$ cat config.mk
export PLATFORM = sky130hd
export DESIGN_NAME = e15_obs
export DESIGN_NICKNAME = d
export VERILOG_FILES = /design/src/rtl/e15_obs.sv
export SDC_FILE = /design/constraint.sdc
export NUM_CORES = 1
export LEC_CHECK = 0
export BUFFER_PORTS_ARGS = -buffer_cell sky130_fd_sc_hd__buf_4
export CAP_MARGIN = 20
export CORE_MARGIN = 1
export CORE_UTILIZATION = 40
export DETAILED_ROUTE_END_ITERATION = 16
export GPL_TIMING_DRIVEN = 0
export HOLD_SLACK_MARGIN = 0.02
export MAX_ROUTING_LAYER = met4
export SLEW_MARGIN = 20
export SYNTH_ARGS = -nofsm -noshare
export SYNTH_HDL_FRONTEND = slang
export SYNTH_SLANG_ARGS = --single-unit
export TNS_END_PERCENT = 100
$ cat constraint.sdc
create_clock -name clk -period 6 [get_ports clk]
set_clock_uncertainty 0.05 [all_clocks]
set_input_delay 1.2 -clock clk [delete_from_list [all_inputs] [get_ports clk]]
set_output_delay 1.2 -clock clk [all_outputs]
set_load 0.01 [all_outputs]
$ cat src/rtl/e15_obs.sv
// ============================================================================
// Module   : e15_obs
// Brief    : Passive observer that decodes e15 output vectors, tracks the set
//            of reachable controller states and flags impossible sequences.
// Revision : 1.0
// ============================================================================
`default_nettype none

module e15_obs #(
  parameter int CNT_W  = 8,
  parameter int STEP_W = 16
) (
  input  logic              clk,
  input  logic              rst,
  input  logic              sample,
  input  logic [19:0]       y,
  output logic [17:0]       cand,
  output logic [4:0]        cur_state,
  output logic              locked,
  output logic              viol,
  output logic [1:0]        viol_code,
  output logic [CNT_W-1:0]  viol_cnt,
  output logic [STEP_W-1:0] step_cnt
);

  localparam logic [17:0] c_HOLD  = 18'h15368;  // s4 s6 s7 s9 s10 s13 s15 s17
  localparam logic [17:0] c_TO_S1 = 18'h13CAA;  // s2 s4 s6 s8 s11 s12 s13 s14 s17
  localparam logic [1:0]  c_CODE_BAD  = 2'd1;
  localparam logic [1:0]  c_CODE_SUCC = 2'd2;

  function automatic logic [17:0] sbit(input int k);
    return 18'd1 << (k - 1);
  endfunction

  function automatic logic [17:0] succ_of(input int k);
    logic [17:0] m;
    m = '0;
    case (k)
      1:  m = 18'h007FE;
      2:  m = sbit(13);
      3:  m = sbit(11) | sbit(12) | sbit(13) | sbit(14);
      4:  m = sbit(9)  | sbit(11) | sbit(15) | sbit(16);
      5:  m = sbit(11) | sbit(12);
      6:  m = sbit(4)  | sbit(14);
      7:  m = sbit(17) | sbit(18);
      8:  m = sbit(10) | sbit(16);
      9:  m = sbit(5)  | sbit(11) | sbit(12) | sbit(17) | sbit(18);
      10: m = sbit(2)  | sbit(16);
      11: m = sbit(3)  | sbit(4)  | sbit(6)  | sbit(7)  | sbit(10);
      12: m = sbit(3)  | sbit(4)  | sbit(6)  | sbit(7)  | sbit(10) | sbit(17);
      13: m = sbit(8);
      14: m = sbit(2)  | sbit(13);
      15: m = sbit(14);
      16: m = sbit(2)  | sbit(11) | sbit(12);
      17: m = sbit(2)  | sbit(12) | sbit(13) | sbit(17);
      18: m = sbit(2)  | sbit(12) | sbit(17);
      default: m = '0;
    endcase
    return m;
  endfunction

  logic [17:0]       r_cand;
  logic [4:0]        r_cur_state;
  logic              r_locked;
  logic              r_viol;
  logic [1:0]        r_viol_code;
  logic [CNT_W-1:0]  r_viol_cnt;
  logic [STEP_W-1:0] r_step_cnt;

  logic [4:0]  w_dec;
  logic        w_bad;
  logic [17:0] w_reach;
  logic [17:0] w_next;
  logic        w_viol;
  logic [1:0]  w_code;
  logic [4:0]  w_enc;

  // Exact-match decode; 0 means silent (or bad when w_bad is set).
  always_comb begin
    w_dec = 5'd0;
    w_bad = 1'b0;
    case (y)
      20'h00000: w_dec = 5'd0;
      20'h08000: w_dec = 5'd2;
      20'h40000: w_dec = 5'd3;
      20'h00181: w_dec = 5'd4;
      20'h00007: w_dec = 5'd5;
      20'h00803: w_dec = 5'd6;
      20'h00A02: w_dec = 5'd7;
      20'h20000: w_dec = 5'd8;
      20'h00E00: w_dec = 5'd9;
      20'h04140: w_dec = 5'd10;
      20'h00010: w_dec = 5'd11;
      20'h00008: w_dec = 5'd12;
      20'h10180: w_dec = 5'd13;
      20'h00020: w_dec = 5'd14;
      20'h00C01: w_dec = 5'd15;
      20'h80000: w_dec = 5'd16;
      20'h06101: w_dec = 5'd17;
      20'h01000: w_dec = 5'd18;
      default:   w_bad = 1'b1;
    endcase
  end

  always_comb begin
    w_reach = '0;
    for (int k = 0; k < 18; k++) begin
      if (r_cand[k]) w_reach = w_reach | succ_of(k + 1);
    end
  end

  always_comb begin
    w_next = r_cand;
    w_viol = 1'b0;
    w_code = r_viol_code;
    if (w_bad) begin
      w_next = '1;
      w_viol = 1'b1;
      w_code = c_CODE_BAD;
    end else if (w_dec != 5'd0) begin
      // An unexpected announcement still resynchronises to the decoded state.
      w_next = sbit(int'(w_dec));
      if ((w_reach & w_next) == 18'd0) begin
        w_viol = 1'b1;
        w_code = c_CODE_SUCC;
      end
    end else begin
      w_next = (r_cand & c_HOLD) | (((r_cand & c_TO_S1) != 18'd0) ? 18'd1 : 18'd0);
      if (w_next == 18'd0) begin
        w_next = 18'd1;
        w_viol = 1'b1;
        w_code = c_CODE_SUCC;
      end
    end
  end

  always_comb begin
    w_enc = 5'd0;
    for (int k = 0; k < 18; k++) begin
      if (w_next == (18'd1 << k)) w_enc = 5'(k + 1);
    end
  end

  always_ff @(posedge clk) begin
    if (rst) begin
      r_cand      <= 18'd1;
      r_cur_state <= 5'd1;
      r_locked    <= 1'b1;
      r_viol      <= 1'b0;
      r_viol_code <= 2'd0;
      r_viol_cnt  <= '0;
      r_step_cnt  <= '0;
    end else if (sample) begin
      r_cand      <= w_next;
      r_cur_state <= w_enc;
      r_locked    <= (w_enc != 5'd0);
      r_viol_code <= w_code;
      r_step_cnt  <= r_step_cnt + 1'b1;
      if (w_viol) begin
        r_viol <= 1'b1;
        if (r_viol_cnt != {CNT_W{1'b1}}) r_viol_cnt <= r_viol_cnt + 1'b1;
      end
    end
  end

  assign cand      = r_cand;
  assign cur_state = r_cur_state;
  assign locked    = r_locked;
  assign viol      = r_viol;
  assign viol_code = r_viol_code;
  assign viol_cnt  = r_viol_cnt;
  assign step_cnt  = r_step_cnt;

endmodule

`default_nettype wire

# Word level (Yosys, flattened, before mapping)
# Index checks and enable logic that the tools add are counted.
# word_totals
romBits	0
input_bits	23
elab_cells	144
output_inout_bits	51
latchBits	0
memories	0
reg_bits	51
ram_bits	0
# classes
n_addsub	3
n_mux	66
n_mul	0
bitwise	19
reduce_logical	10
shifts	1
eq_ne	38
div	0
magnitude_cmp	0
# op_table
operator	n
two-way mux 18 bit	36
OR 18 bit	17
two-way mux 5 bit	17
case mux 5 bit (17 select lines)	1
== test 20 x 12 -> 1 bit, second input constant	4
== test 20 x 15 -> 1 bit, second input constant	2
logical NOT 18 bit	2
left shift 1 x 32 -> 18 bit, first input constant	1
== test 20 x 13 -> 1 bit, second input constant	1
== test 20 x 16 -> 1 bit, second input constant	1
== test 20 x 17 -> 1 bit, second input constant	1
== test 20 x 18 -> 1 bit, second input constant	1
== test 20 x 19 -> 1 bit, second input constant	1
== test 20 bit, second input constant	1
== test 20 x 3 -> 1 bit, second input constant	1
== test 20 x 4 -> 1 bit, second input constant	1
== test 20 x 5 -> 1 bit, second input constant	1
== test 20 x 6 -> 1 bit, second input constant	1
== test 20 x 9 -> 1 bit, second input constant	1
logical NOT 20 bit	1
bitwise AND 18 bit	1
== test 18 x 1 -> 1 bit, second input constant	1
== test 18 x 10 -> 1 bit, second input constant	1
== test 18 x 11 -> 1 bit, second input constant	1
other kinds (31)	41

# Logic depth before layout (Yosys ltp)
# Gate-level depths: netlist of run 1.
# logic_depth
depth_word	41
depth_mapped	19

# Worst setup path after synthesis of run 1
# Ideal clock, no wire load.
# synth_timing
kind	input to register
start	in y[12]
end	reg r_cur_state[0] (netlist: cur_state[0])
arrival_time_ps	4975
cell_stages	18
slack_ps	906
cell_sequence	buf_2 nor4_4 nand4_4 buf_6 o32ai_1 nor4_2 ha_1 inv_1 nor4_1 nand3_2 xnor2_4 nor3_1 a211o_1 nor4_4 nand2_1 o31ai_1 o22ai_1 o21ai_1
# synth_between
elab_chain_cells	25
# synth_rtl
element	line_no	source
start, declared	16	input logic [19:0] y,
== test 20 x 13 -> 1 bit, or another cell as far along	82	case (y)
case mux 5 bit (17 select lines)	82	
subtractor 5 x 1 -> 6 bit	32	return 18'd1 << (k - 1);
left shift 1 x 32 -> 18 bit	32	
two-way mux 18 bit	120	end else if (w_dec != 5'd0) begin
two-way mux 18 bit *	116	if (w_bad) begin
== test 18 x 1 -> 1 bit	140	if (w_next == (18'd1 << k)) w_enc = 5'(k + 1);
two-way mux 1 bit	140	
two-way mux 5 bit (16 in series)	140	
two-way mux 5 bit *	140	
end signal, assigned	155	r_cur_state <= w_enc;
end, declared	63	logic [4:0] r_cur_state;
# Mark *: on every way between the ends. The rest lies on a longest branch, timed or not.
# A chain may end at the register's enable or synchronous reset.

# Final worst setup path of run 1
# Same ends and word-level chain as after synthesis.

==> impl_metrics.yaml, run 1 <==
clocking:
  cts_num_sinks: 51
  cts_tree: "done"
  setup_fix_buffers_added_after_clock_tree_synthesis: 0
  cts_hold_buf: 0
  htreeDepth: 2
  clk_path_buf_depth: 2
  clock-root-buffer: "clkbuf_8"
  path_clk_slew_ns: 0.10
  tritoncts.num_buffers: 5
  worst_skew_pair.late_latency_ns: 0.32
sta:
  max_slew.worst_pin.slew_ns: 0.743
  finalHoldWorstSlack_ns: 0.400
  min_period_over_period: 0.926
  rsz0062_at_grt: "false"
  timing.final.setup_violations: 0
  fmax_mhz: 180
  min_period_ns: 5.55
  final-max-slew-violation-count: 0
  hold_viol: 0
  slew_headroom: 0.498
yosys:
  synth_area_um2: 4110
  portion_of_the_post_synthesis_area_used_by_sequential_elements: 0.249
  synth.yosys.warnings: 0
  fraction_of_registers_with_async_set_or_reset_after_synthesis: 0
  yosys.cell_types.count: 81
  post_synth.cell_area_avg_um2: 7.55
  synth_fp_nets: 571
  synth_edf_count: 0
  postSynth.topFlopCell: "dfxtp_1"
  post_synth_inst_count: 544
  ys_ff_latch: 51
global_route:
  grt_overflow: 0
  grt_start_max_net_pins: 18
  number_of_antenna_violations_at_the_first_check_in_global_routing: 0
  wire_length_of_the_first_global_routing_pass_mm: 21.8
  via_count_of_the_first_global_routing_pass: 4170
  global_route.usage.total: 0.272
setup_path:
  path_cells: "buf_2 -> nor4_4 -> nand4_4 -> buf_6 -> o32ai_1 -> nor4_4 -> ha_1 -> inv_1 -> nor4_1 -> nand3_2 -> xnor2_4 -> nor2_1 -> a21oi_1 -> nor4bb_1 -> nand2_1 -> o31ai_1 -> o22ai_1 -> o21ai_1"
  crit_path_start_kind: "input port"
  critPathKind: "input port to flip-flop"
  timing.critical_path.slowest_cell_delay_ns: 0.65
  cp.arrival_ns: 5.76
  slowest_stage: "nor4_4"
  cp_max_fo: 11
  critPathRequiredTime_ns: 6.21
  path_common_cell: "nor4_4"
  crit_path_end_kind: "flip-flop"
floorplan:
  die-height_um: 103
  core.rowCount: 36
  initial_cell_density_of_the_core: 0.416
  pin_count: 74
  floorplan.core_area_um2: 9860
  floorplan.die_area_um2: 10700
  fp.dieW_um: 103
route:
  avgRoutedWirePerCell_um: 18.3
  drt_pre_antenna_iters: 5
  route.detailed.drc: 0
  vias_per_cell: 6.02
  drt_wl_total_mm: 13.8
  count_of_antenna_violating_nets_left_after_detailed_routing: 0
  count_of_vias_placed_by_the_detailed_router: 4529
  dr.first_iter.drc_count: 237
layout:
  syn2layout_area_growth_pct: 19.3
  drive_above_1_share: 0.210
  mostFrequentLayoutCell: "nor2_1"
  insertedDiodeCount: 0
  postLayoutCoreUtil: 0.497
  layout_common_cells: "nor2_1, buf_4, dfxtp_1, nand2_1, nand3_1"
  post_layout_nonfiller_instances: 752
  final_design_area_no_fill_um2: 4900
  num-nets-final: 645
placed_design:
  dp_hpwl_mm: 10.8
  gp_routability_congestion: 0.952
  postPlaceCellArea_um2: 4780
  io_buffers: 67
  place_inst: 744
run:
  maxCapViolations: 0
power:
  leakage_uw: 0.00181
  cellPowerDensity_nw_per_um2: 152
  power.ir.vdd_worst_uv: 102
run_status:
  outcome: "complete, no violations"
hold_path:
  hp-class: "flip-flop to flip-flop"
-- cells in the mapped netlist, types with 3 or more instances --
library cell,instances,area [um^2]
buf_2,7,35.0
a311oi_1,5,43.8
nor4_2,4,50.1
a31oi_1,4,25.0
nor4_4,4,85.1
clkbuf_1,12,45.0
xor2_1,12,105
nand3_1,30,150
a21oi_1,20,100
nand2b_1,4,25.0
buf_4,4,30.0
and2_1,7,43.8
or4_1,6,45.0
nor3_1,29,145
a211oi_1,7,52.6
nor4_1,14,87.6
o22ai_1,5,31.3
nor4b_1,5,43.8
o32ai_1,5,43.8
mux2i_1,5,50.1
nand4_1,19,119
nor3_2,4,40.0
o211ai_1,5,37.5
o22ai_2,3,37.5
or3_1,17,106
nor2_1,82,308
a22oi_1,3,22.5
or2_2,5,31.3
dfxtp_1,51,1020
nor2b_1,9,56.3
ha_1,4,50.1
nand2_1,46,173
o21ai_1,3,15.0
o21ai_0,14,70.1
nor3b_1,4,30.0
xnor2_1,9,78.8
and3_1,10,62.6
inv_1,9,33.8
-- path summary, 6_finish.rpt --
check,start,to,slack [ns],depth (start not counted)
min reg2reg,cur_state[0]$_SDFFE_PP1P_,cur_state[0]$_SDFFE_PP1P_,0.40,2
max,y[12],cur_state[0]$_SDFFE_PP1P_,0.45,18
min,cur_state[0]$_SDFFE_PP1P_,cur_state[0]$_SDFFE_PP1P_,0.40,2
max reg2reg,cand[3]$_SDFFE_PP0P_,cur_state[1]$_SDFFE_PP0P_,2.91,10
-- power breakdown --
group	total [uW]	internal, uW	switching (uW)
logic	116	50.6	65.7
registers	372	353	19.1
clock network	255	126	129
total	744	529	214
-- metrics by stage --
stage / setup TNS [ns] / total power, uW / setup slack (ns)
2_1_floorplan: 0 / 435 / 0.906
4_1_cts: 0 / 745 / 0.232
3_3_place_gp: -0.0288 / 494 / -0.0201
6_report: 0 / 744 / 0.446
3_5_place_dp: -0.147 / 496 / -0.0802
5_1_grt: 0 / 773 / 0.120
-- state kept, by name (all words and copies together) (netlist names) --
name / flops
viol: 1
viol_code: 2
locked: 1
cur_state: 5
step_cnt: 16
viol_cnt: 8
cand: 18
-- what timing repair did --
item                                    in CTS  in global routing
hold endpoints to repair                     0                  0
endpoints found under the setup margin       0                  5
resized for setup                            0                  1
-- cells by family (layout without fill, tap and decap cells) --
| family | after synthesis | count (layout) | share of synthesized area |
|---|---|---|---|
| buffers and inverters | 36 | 111 | 0.0423 |
| and+or+nand+nor | 318 | 318 | 0.436 |
| muxes | 6 | 6 | 0.0149 |
| xor gates and xnor gates | 24 | 24 | 0.0594 |
| AOI/OAI and AO/OA | 105 | 105 | 0.187 |
| adders and majority gates | 4 | 4 | 0.0122 |
| DFF | 51 | 51 | 0.249 |
-- per-layer routing --
metal	vias up	track usage	share of wire
met1	2145	0.351	0.44
met5	-	-	0
met3	20	0.0289	0.062
li1	2175	-	-
met2	189	0.452	0.48
met4	0	0.0726	0.018
-- cell type report --
| type | instances | area (um^2) |
|---|---|---|
| fill | 1015 | 4960 |
| tap | 133 | 166 |
| timing repair buffer | 67 | 503 |
| sequential | 51 | 1020 |
| multi-input combinational | 457 | 2920 |
| clock buffer | 5 | 68.8 |
| clock inverter | 3 | 46.3 |
| inverter | 10 | 37.5 |
| buffer | 26 | 136 |
-- worst max-delay path: cells and delay by family --
family | cells | cell delay (ns)
AO/OA/AOI/OAI | 5 | 0.99
XOR/XNOR | 1 | 0.41
adder cells (fa/ha/maj) | 1 | 0.37
buffers and inverters | 3 | 0.48
AND/OR/NAND/NOR | 8 | 2.30
No activity file was read; power rests on OpenSTA's default activity.
==> run 2: changes to the inputs <==
--- a/config.mk
+++ b/config.mk
@@ -7,12 +7,15 @@
 export LEC_CHECK = 0
 export BUFFER_PORTS_ARGS = -buffer_cell sky130_fd_sc_hd__buf_4
 export CAP_MARGIN = 20
+export CELL_PAD_IN_SITES_DETAIL_PLACEMENT = 2
+export CELL_PAD_IN_SITES_GLOBAL_PLACEMENT = 2
 export CORE_MARGIN = 1
-export CORE_UTILIZATION = 40
+export CORE_UTILIZATION = 32
 export DETAILED_ROUTE_END_ITERATION = 16
 export GPL_TIMING_DRIVEN = 0
 export HOLD_SLACK_MARGIN = 0.02
 export MAX_ROUTING_LAYER = met4
+export PLACE_DENSITY_LB_ADDON = 0.1
 export SLEW_MARGIN = 20
 export SYNTH_ARGS = -nofsm -noshare
 export SYNTH_HDL_FRONTEND = slang
==> impl_metrics.yaml, run 2 (synthesis results as in run 1) <==
clocking:
  cts_tree: "done"
  worst_skew_pair.late_latency_ns: 0.30
  htreeDepth: 2
  path_clk_slew_ns: 0.06
  clk_path_buf_depth: 2
  clock-root-buffer: "clkbuf_16"
  tritoncts.num_buffers: 5
  cts_num_sinks: 51
  cts_hold_buf: 0
layout:
  insertedDiodeCount: 0
  syn2layout_area_growth_pct: 22.4
  num-nets-final: 647
  final_design_area_no_fill_um2: 5030
  postLayoutCoreUtil: 0.400
  largest_reg_flops: 18
  mostFrequentLayoutCell: "nor2_1"
  layout_common_cells: "nor2_1, buf_4, dfxtp_1, nand2_1, nand3_1"
  drive_above_1_share: 0.216
route:
  dr.first_iter.drc_count: 220
  avgRoutedWirePerCell_um: 21.1
  drt_wl_total_mm: 16.7
  route.detailed.drc: 0
  count_of_vias_placed_by_the_detailed_router: 4581
  count_of_antenna_violating_nets_left_after_detailed_routing: 0
  drt_pre_antenna_iters: 4
  vias_per_cell: 5.78
sta:
  slew_headroom: 0.457
  timing.final.setup_violations: 0
  fmax_mhz: 179
  min_period_over_period: 0.929
  max_slew.worst_pin.slew_ns: 0.804
  min_period_ns: 5.58
  final-max-slew-violation-count: 0
  hold_viol: 0
  rsz0062_at_grt: "false"
global_route:
  global_route.usage.total: 0.269
  grt_start_max_net_pins: 16
  wire_length_of_the_first_global_routing_pass_mm: 26.6
  via_count_of_the_first_global_routing_pass: 4796
  grt_overflow: 0
  number_of_antenna_violations_at_the_first_check_in_global_routing: 0
placed_design:
  dp_hpwl_mm: 13.3
  io_buffers: 67
  gp_routability_congestion: 0.927
  postPlaceCellArea_um2: 4830
setup_path:
  slowest_stage: "o21ai_1"
  path_cells: "buf_4 -> nor4_2 -> buf_4 -> nand3_1 -> o32ai_1 -> or3_1 -> nor3_1 -> ha_1 -> inv_1 -> nor4_1 -> nand3_2 -> xor2_1 -> nand2_1 -> o21ai_1 -> and4b_1 -> nand3_1 -> nand2_1 -> nor4_1 -> nor3_1"
  critPathRequiredTime_ns: 6.12
  timing.rr.end: "cur_state[1]$_SDFFE_PP0P_"
  crit_path_start_kind: "input port"
  cp_max_fo: 10
  cp.arrival_ns: 5.69
  critPathKind: "input port to flip-flop"
  reg2reg_setup_slack_ns: 2.70
  timing.critical_path.slowest_cell_delay_ns: 0.48
  ff2ff_path_depth: 10
  setup.worst_path.start: "y[16]"
  crit_path_end_kind: "flip-flop"
  rr_startpoint: "cand[3]$_SDFFE_PP0P_"
power:
  cellPowerDensity_nw_per_um2: 163
  leakage_uw: 0.00184
  power.ir.vdd_worst_uv: 95.9
hold_path:
  whs_endpoint: "cur_state[0]$_SDFFE_PP1P_"
  hp-class: "flip-flop to flip-flop"
  holdCritStartpoint: "cur_state[0]$_SDFFE_PP1P_"
  hold-path-cell-count: 2
floorplan:
  pin_count: 74
  die-height_um: 115
  core.rowCount: 41
  floorplan.core_area_um2: 12600
  fp.dieW_um: 115
  initial_cell_density_of_the_core: 0.327
  floorplan.die_area_um2: 13300
run_status:
  outcome: "complete, no violations"
run:
  maxCapViolations: 0
==> run 2: changes by cell type in the layout (fill, tap and decap cells not counted), sizes merged <==
cell  previous run  this run
buf             81        83
inv             11        10
==> run 2: stage by stage <==
| step | instances | hold slack, ns | setup TNS (ns) | worst slack, ns | power [uW] |
|---|---|---|---|---|---|
| CTS | 790 | 0.405 | 0 | 0.000949 | 828 |
| floorplan | 544 | 0.416 | 0 | 0.906 | 435 |
| finish | 792 | 0.405 | 0 | 0.423 | 820 |
| detailed placement | 783 | 0.393 | -1.47 | -0.270 | 502 |
| global placement | 783 | 0.404 | -0.128 | -0.0803 | 497 |
| global route | 792 | 0.436 | 0 | 0.0355 | 858 |
==> run 2: worst max-delay path by stage <==
stage,cells after the start,slack [ns],endpoint
2_1_floorplan,18,0.91,cur_state[0]$_SDFFE_PP1P_
3_3_place_gp,18,-0.08,cur_state[1]$_SDFFE_PP0P_
3_5_place_dp,18,-0.27,cur_state[1]$_SDFFE_PP0P_
4_1_cts,18,0.0009,cur_state[1]$_SDFFE_PP0P_
5_1_grt,19,0.04,cur_state[1]$_SDFFE_PP0P_
6_report,19,0.42,cur_state[1]$_SDFFE_PP0P_
==> run 2: power by group <==
part           leakage, uW  internal [uW]  switching (uW)
sequential        0.000419            353            19.7
clock            0.0000759            195             132
combinational      0.00134           50.7            70.2
total              0.00184            598             222
==> run 2: area by class of cell <==
class                      instances  area, um^2
tap                              172         215
fill                            1492        7540
sequential                        51        1020
clock inverter                     2        37.5
inverter                          10        37.5
buffer                            26         136
multi-input combinational        457        2940
clock buffer                       5         125
timing repair buffer              69         518
==> run 2: what timing repair did <==
| item | in CTS | in global routing |
|---|---|---|
| setup endpoints to repair | 0 | 2 |
| setup buffers | 0 | 2 |
| resized for setup | 0 | 3 |
==> run 2: critical path, delay by kind of cell <==
family	cells	cell delay, ns
AO/OA/AOI/OAI	2	0.64
XOR/XNOR	1	0.42
adder cells (fa/ha/maj)	1	0.32
buffers and inverters	3	0.42
AND/OR/NAND/NOR	12	2.68
==> run 2: routing by layer <==
layer	GRT usage	part of all wire	up-vias	routed length, um
met4	0.0719	0.020	0	328
met1	0.328	0.44	2253	7290
li1	-	-	2197	-
met3	0.0332	0.037	22	614
met5	-	0	-	0
met2	0.465	0.51	109	8450
